## config.mk

```make
export PLATFORM = sky130hd
export DESIGN_NAME = cdb_arbiter
export DESIGN_NICKNAME = d
export VERILOG_FILES = /design/src/rtl/cdb_arbiter.sv
export SDC_FILE = /design/constraint.sdc
export NUM_CORES = 1
export LEC_CHECK = 0
export ABC_CLOCK_PERIOD_IN_PS = 3600
export BUFFER_PORTS_ARGS = -buffer_cell sky130_fd_sc_hd__buf_2
export CORE_UTILIZATION = 40
export CTS_CLUSTER_DIAMETER = 200
export DETAILED_ROUTE_END_ITERATION = 12
export HOLD_SLACK_MARGIN = 0.1
export SLEW_MARGIN = 20
export SYNTH_ARGS = -nofsm -noshare
export SYNTH_HDL_FRONTEND = slang
export SYNTH_SLANG_ARGS = --single-unit
```

## constraint.sdc

```tcl
create_clock -name clk -period 3.6 [get_ports clk]
set_input_delay 0.72 -clock clk [delete_from_list [all_inputs] [get_ports clk]]
set_output_delay 0.72 -clock clk [all_outputs]
set_load 0.05 [all_outputs]
```

## src/rtl/cdb_arbiter.sv

```systemverilog
// Multi-source Common Data Bus arbiter: per-source result FIFOs feeding one registered
// broadcast lane, with round-robin or fixed-priority grant and a mispredict flush.
module cdb_arbiter #(
    parameter int unsigned N_SRC    = 4,
    parameter int unsigned DATA_W   = 32,
    parameter int unsigned TAG_W    = 4,
    parameter int unsigned DEPTH    = 2,
    parameter int unsigned ARB_MODE = 0
) (
    input  logic                       clk,
    input  logic                       rst,
    input  logic                       flush,
    input  logic [N_SRC-1:0]           src_valid,
    output logic [N_SRC-1:0]           src_ready,
    input  logic [N_SRC*TAG_W-1:0]     src_tag,
    input  logic [N_SRC*DATA_W-1:0]    src_data,
    output logic                       cdb_valid,
    output logic [TAG_W-1:0]           cdb_tag,
    output logic [DATA_W-1:0]          cdb_data,
    output logic [$clog2(N_SRC)-1:0]   cdb_src,
    output logic                       idle
);

    localparam int unsigned SRC_W = $clog2(N_SRC);
    localparam int unsigned PTR_W = $clog2(DEPTH);
    localparam int unsigned CNT_W = $clog2(DEPTH + 1);

    logic [TAG_W-1:0]  tag_mem_q  [N_SRC][DEPTH];
    logic [DATA_W-1:0] data_mem_q [N_SRC][DEPTH];

    logic [PTR_W-1:0] wr_ptr_q [N_SRC];
    logic [PTR_W-1:0] wr_ptr_d [N_SRC];
    logic [PTR_W-1:0] rd_ptr_q [N_SRC];
    logic [PTR_W-1:0] rd_ptr_d [N_SRC];
    logic [CNT_W-1:0] count_q  [N_SRC];
    logic [CNT_W-1:0] count_d  [N_SRC];

    logic [SRC_W-1:0]  rr_ptr_q, rr_ptr_d;
    logic              cdb_valid_q, cdb_valid_d;
    logic [TAG_W-1:0]  cdb_tag_q, cdb_tag_d;
    logic [DATA_W-1:0] cdb_data_q, cdb_data_d;
    logic [SRC_W-1:0]  cdb_src_q, cdb_src_d;

    logic [N_SRC-1:0]  req_c;
    logic [N_SRC-1:0]  push_c;
    logic [N_SRC-1:0]  pop_c;
    logic              lo_found_c, hi_found_c;
    logic [SRC_W-1:0]  lo_idx_c, hi_idx_c;
    logic              grant_valid_c;
    logic [SRC_W-1:0]  grant_idx_c;

    // Ready depends only on registered occupancy; a pop this edge is not passed through.
    always_comb begin
        src_ready = '0;
        req_c     = '0;
        push_c    = '0;
        for (int i = 0; i < N_SRC; i++) begin
            src_ready[i] = (count_q[i] < CNT_W'(DEPTH)) && !flush && !rst;
            req_c[i]     = (count_q[i] != '0);
            push_c[i]    = src_valid[i] && src_ready[i];
        end
    end

    // lo_* is the lowest requester; hi_* the lowest requester at or above rr_ptr.
    always_comb begin
        lo_found_c = 1'b0;
        hi_found_c = 1'b0;
        lo_idx_c   = '0;
        hi_idx_c   = '0;
        for (int i = 0; i < N_SRC; i++) begin
            if (req_c[i] && !lo_found_c) begin
                lo_found_c = 1'b1;
                lo_idx_c   = SRC_W'(i);
            end
            if (req_c[i] && !hi_found_c && (32'(i) >= 32'(rr_ptr_q))) begin
                hi_found_c = 1'b1;
                hi_idx_c   = SRC_W'(i);
            end
        end
    end

    always_comb begin
        grant_valid_c = lo_found_c;
        if ((ARB_MODE == 0) && hi_found_c) begin
            grant_idx_c = hi_idx_c;
        end else begin
            grant_idx_c = lo_idx_c;
        end
        pop_c = '0;
        for (int i = 0; i < N_SRC; i++) begin
            pop_c[i] = grant_valid_c && (grant_idx_c == SRC_W'(i));
        end
    end

    // Next state: flush wipes everything and overrides any push or grant this edge.
    always_comb begin
        wr_ptr_d    = wr_ptr_q;
        rd_ptr_d    = rd_ptr_q;
        count_d     = count_q;
        rr_ptr_d    = rr_ptr_q;
        cdb_valid_d = 1'b0;
        cdb_tag_d   = cdb_tag_q;
        cdb_data_d  = cdb_data_q;
        cdb_src_d   = cdb_src_q;
        if (flush) begin
            for (int i = 0; i < N_SRC; i++) begin
                wr_ptr_d[i] = '0;
                rd_ptr_d[i] = '0;
                count_d[i]  = '0;
            end
            rr_ptr_d = '0;
        end else begin
            for (int i = 0; i < N_SRC; i++) begin
                if (push_c[i]) begin
                    wr_ptr_d[i] = wr_ptr_q[i] + PTR_W'(1);
                end
                if (pop_c[i]) begin
                    rd_ptr_d[i] = rd_ptr_q[i] + PTR_W'(1);
                end
                count_d[i] = count_q[i] + CNT_W'(push_c[i]) - CNT_W'(pop_c[i]);
            end
            if (grant_valid_c) begin
                cdb_valid_d = 1'b1;
                cdb_tag_d   = tag_mem_q[grant_idx_c][rd_ptr_q[grant_idx_c]];
                cdb_data_d  = data_mem_q[grant_idx_c][rd_ptr_q[grant_idx_c]];
                cdb_src_d   = grant_idx_c;
                if (grant_idx_c == SRC_W'(N_SRC - 1)) begin
                    rr_ptr_d = '0;
                end else begin
                    rr_ptr_d = grant_idx_c + SRC_W'(1);
                end
            end
        end
    end

    always_ff @(posedge clk or posedge rst) begin
        if (rst) begin
            for (int i = 0; i < N_SRC; i++) begin
                wr_ptr_q[i] <= '0;
                rd_ptr_q[i] <= '0;
                count_q[i]  <= '0;
            end
            rr_ptr_q    <= '0;
            cdb_valid_q <= 1'b0;
            cdb_tag_q   <= '0;
            cdb_data_q  <= '0;
            cdb_src_q   <= '0;
        end else begin
            wr_ptr_q    <= wr_ptr_d;
            rd_ptr_q    <= rd_ptr_d;
            count_q     <= count_d;
            rr_ptr_q    <= rr_ptr_d;
            cdb_valid_q <= cdb_valid_d;
            cdb_tag_q   <= cdb_tag_d;
            cdb_data_q  <= cdb_data_d;
            cdb_src_q   <= cdb_src_d;
        end
    end

    // Payload storage needs no reset: occupancy gates every read.
    always_ff @(posedge clk) begin
        for (int i = 0; i < N_SRC; i++) begin
            if (push_c[i]) begin
                tag_mem_q[i][wr_ptr_q[i]]  <= src_tag[i*TAG_W +: TAG_W];
                data_mem_q[i][wr_ptr_q[i]] <= src_data[i*DATA_W +: DATA_W];
            end
        end
    end

    always_comb begin
        idle = !cdb_valid_q;
        for (int i = 0; i < N_SRC; i++) begin
            if (count_q[i] != '0) begin
                idle = 1'b0;
            end
        end
    end

    assign cdb_valid = cdb_valid_q;
    assign cdb_tag   = cdb_tag_q;
    assign cdb_data  = cdb_data_q;
    assign cdb_src   = cdb_src_q;

endmodule
```

# After elaboration in Yosys (flattened, before gate mapping)
# Memory sizes are Yosys's and may differ from the RTL's.
# Cells that the tools add are included.
# word_totals
memories	2
elab_cells	188
out_inout_bits	44
regBits	57
in_bits	151
ramBits	288
# op_classes
n_reduce_logical	53
eq_ne	3
muxes	72
magnitude_cmp	17
bitwise	7
addsub	17
# mem_list
memory	depth	word_bits	read_ports	rd_clocked_by_memory_dff	wr	line_no	source
data_mem_q	4	64	1	0	4	29	logic [DATA_W-1:0] data_mem_q [N_SRC][DEPTH];
tag_mem_q	4	8	1	0	4	28	logic [TAG_W-1:0] tag_mem_q [N_SRC][DEPTH];
# op_table
operator	n
64-bit 2-to-1 mux	4
32-bit 2-to-1 mux	7
32-bit demux with 1-bit select	4
8-bit 2-to-1 mux	5
4-bit 2-to-1 mux	9
1-bit 2-to-1 mux	30
1-bit logical AND	29
2-bit nonzero test	13
4-bit demux with 1-bit select	4
2-bit 2-to-1 mux	8
2-bit greater-or-equal comparator, second input constant	5
1-bit inverter with 2-bit output	5
1-bit zero test	9
1-bit adder, second input constant	8
2-bit by 1-bit adder with 2-bit output	4
2-bit by 1-bit < comparator with 1-bit output, second input constant	4
2-bit < comparator, second input constant	4
2-bit by 1-bit subtractor with 2-bit output	4
2-bit == test, second input constant	2
1-bit by 2-bit greater-or-equal comparator with 1-bit output, first input constant	2
3-bit greater-or-equal comparator, second input constant	1
2-bit inverter with 3-bit output	1
2-bit by 1-bit adder with 2-bit output, second input constant	1
1-bit binary-select mux with 2-bit select	1
other kinds (5)	5

# Longest topological paths before layout
# logic_depth
depth_word	23
mapped_depth	16
mapped_depth_nobuf	12

# Worst setup path before layout
# No wires, ideal clock.
# synth_timing
path_kind	input port to flip-flop
start	in flush
end	mem data_mem_q[2][32] (netlist bit), enable pin
stages	4
path_buffers	1
t_required_ns	3.171
slack_ns	-0.747
arrival_ns	3.918
setup_ns	0.429
cell_sequence	clkbuf_1 > nor3_1 > nand2_1 > nor2_1
# synth_rtl
item	line_no	source
from (decl)	12	input logic flush,
to (decl)	29	

==> results.md <==
- Core ar.: around 34000 um^2
- Setup TNS: 0 ns
- Static Leak: 6.26 nW
- Area grow syn2layout: 21.0%
- Routed via count: 8079
- Global Route Usage Sum: 0.197
- Least-Margin Pin Slew: around 0.94 ns
- Vias in the first global route: 8313
- Seq cells post-synth: 345
- Sequential share of power: 0.333
- Ys Warns: 0
- Sw frac: 0.384
- CP Cell Sequence: o211ai_1 -> and3_4 -> clkinv_2 -> ha_1 -> and2_1 -> ha_1 -> inv_1 -> ha_1 -> xor2_1 -> xnor2_1 -> nor2_1
- Startpoint type of the worst setup path: register
- Drt drc: 0
- Vias per std cell: ~5
- Crit path capture type: register
- Pre-CTS setup slack: 0.686 ns
- Post-synth top area share: 0.634
- Root Buffer: clkbuf_16
- Sequential-to-total area share from yosys stat: 0.738
- Internal: 9.32 mW
- Initial Util: 0.407
- Placed Area: 15200 um^2
- MaxCap Viol Count: 0
- Die Ht: roughly 190 um
- Delay-heaviest family, CP: adder cells
- Final setup fails: 0
- R2r worst-path depth: 11
- GPL Wtd Cong: 0.788
- Worst vdd ir: 564 uV
- Number of flops mapped to enable cells by yosys: 288
- DR WL/cell: 21.4 um
- Avg Cell Area, Syn: 15.2 um^2
- Worst Hold Launch: src_data[33]
- Post-CTS Resized: 0
- H-tree levels: 2
- Final worst slack: between 0.6 and 0.7 ns
- Pwr dens: 916 nW/um^2
- WP data required: 4.00 ns
- Largest net degree at the start of global routing: 67
- Fmax: 0.341 GHz
- Most area-consuming cells after synthesis: edfxtp_1 (63%), dfrtp_1 (10%), mux2i_1 (7.9%), nand2_1 (4.2%), a221o_1 (2.6%)
- Layout Skew: around 0.016 ns
- Count leader, synth: edfxtp_1
- Period utilization: 0.816
- Num Clock Sinks: about 350
- Hold Buf Count CTS: 0
- CP peak stage delay: 0.49 ns
- Clock network fraction of design power: 0.256
- Port bufs: just under 200
- I/O pin count: slightly below 200
- Worst reg2reg endpoint: count_q[3]
- CP max FO: 22
- Hold path depth: 1
- Layout cells sized above 1: 0.265
- Fillcell total: roughly 2900
- Status: completed
- Final Cell Area: 16500 um^2
- Longest Clk Path Bufs: 3
- FFs w/ async S/R, synth: 0.165
- WHS Endpoint: data_mem_q[1][33]
- CTS tree: yes
- Grt ovf: 0
- Bufs and invs on worst path: 2
- CTS Buf Count: 38
- Min-Delay Path Class: in2reg
- First-pass DRT Iterations: 4
- Combinational power share: 0.411
- Final hold vios: 0
- # Post-CTS Setup Buffers: 0
- Final net count: 1267
- Post-route ant nets: 0
- Unrepaired setup endpoints after global routing: false
- Max Slew Vio Count: 0
- Sw Pwr: 5.80 mW
- DR iter-0 viols: 520
- Width of the die: 187 um
- Most used cell, CP: ha_1
- Slowest cell on the critical path: dfrtp_1
- Die footprint: 34900 um^2
- Commonest cells post-synth: edfxtp_1 (288), nand2_1 (151), mux2i_1 (108), nor2_1 (59), dfrtp_1 (57)
- Post-synthesis cell area: roughly 14000 um^2
- Row Count: 67
- Clk slew on worst S/H paths: 0.06 ns
- Post-DP HPWL: 20900 um
- Setup slack, reg-to-reg: 0.66 ns
- Crit path DAT: 3.33 ns
- Worst rel slew slack: 0.370
- Post-synth top area cell: edfxtp_1
- Worst-skew pair later-pin latency: 0.53 ns
- Initial antenna violation count: 8
- Ys flop type: edfxtp_1
- Reg-to-reg startpoint: rr_ptr_q[1]
- Post-layout min period: about 3 ns
- WS Path Type: reg2reg
- First-pass GRT wire length: 51000 um
- Yosys cell types: 41
- Cells after synthesis: 900
- Final wirelength: 33900 um
- Post-Synthesis Net Count: 1060
per-stage QoR:
stage,total power [mW],hold WS (ns),util,instances
after global routing,15.9,0.363,0.492,1586
after CTS,15.3,0.359,0.492,1585
after detailed placement,11.4,0.507,0.454,1515
after global placement,11.3,0.500,0.454,1515
after floorplan,9.89,0.510,-,900
final,15.1,0.379,0.492,1586
power by group through the flow:
stage	Sequential (mW)	Clock [mW]	Combinational (mW)
final	5.03	3.88	6.21
after global routing	5.08	4.10	6.76
after CTS	5.04	3.95	6.27
after detailed placement	5.11	0	6.26
after global placement	5.10	0	6.19
after floorplan	5.80	0	4.09
metal layers:
metal	vias up	share of wire	global-route usage
met5	-	0.0027	0
met4	12	0.027	0.0684
met3	71	0.052	0.0355
met2	244	0.48	0.316
met1	3972	0.44	0.270
li1	3780	-	-
logic make-up after synthesis:
logic type	synth area share
AO/OA/AOI/OAI	0.0675
XOR/XNOR	0.0103
adder cells (fa/ha/maj)	0.00825
buffers and inverters	0.0237
flip-flops	0.738
multiplexers	0.0809
AND/OR/NAND/NOR	0.0711
area by class of cell:
type	instances	area [um^2]	share of cell area
clock inverter	20	218	0.0132
sequential	345	10100	0.610
multi-input combinational	496	3320	0.201
tap	448	561	0.0340
timing repair buffer	217	1240	0.0754
clock buffer	50	1050	0.0635
inverter	9	40.0	0.00243
antenna	1	2.50	0.000152
state kept, by name, indices dropped and copies added, names as in the netlist:
| register | cells |
|---|---|
| rr_ptr_q | 2 |
| cdb_src | 2 |
| data_mem_q | 256 |
| tag_mem_q | 32 |
| cdb_data | 32 |
| cdb_valid | 1 |
| wr_ptr_q | 4 |
| cdb_tag | 4 |
| rd_ptr_q | 4 |
| count_q | 8 |
layout by cell type (no fill, tap or decap), types with 6 or more instances in the layout:
| master | count |
|---|---|
| buf_4 | 15 |
| buf_2 | 194 |
| a21oi_1 | 37 |
| dfrtp_1 | 57 |
| xor2_1 | 8 |
| a221o_1 | 36 |
| nor2_1 | 55 |
| a31oi_1 | 38 |
| clkbuf_1 | 8 |
| clkbuf_16 | 39 |
| nand2_1 | 151 |
| clkinv_2 | 7 |
| inv_1 | 6 |
| mux2i_1 | 108 |
| ha_1 | 9 |
| xnor2_1 | 8 |
| buf_12 | 8 |
| edfxtp_1 | 288 |
worst max path at each step:
stage,to,start,cells past startpoint,slack (ns)
2_1_floorplan,data_mem_q[0][32],rst,3,0.002
3_3_place_gp,count_q[3],count_q[3],12,0.75
3_5_place_dp,count_q[3],rr_ptr_q[1],11,0.69
4_1_cts,count_q[3],rr_ptr_q[1],11,0.68
5_1_grt,count_q[3],rr_ptr_q[1],11,0.41
6_report,count_q[3],rr_ptr_q[1],11,0.66
No activity file was read; power rests on OpenSTA's default activity.
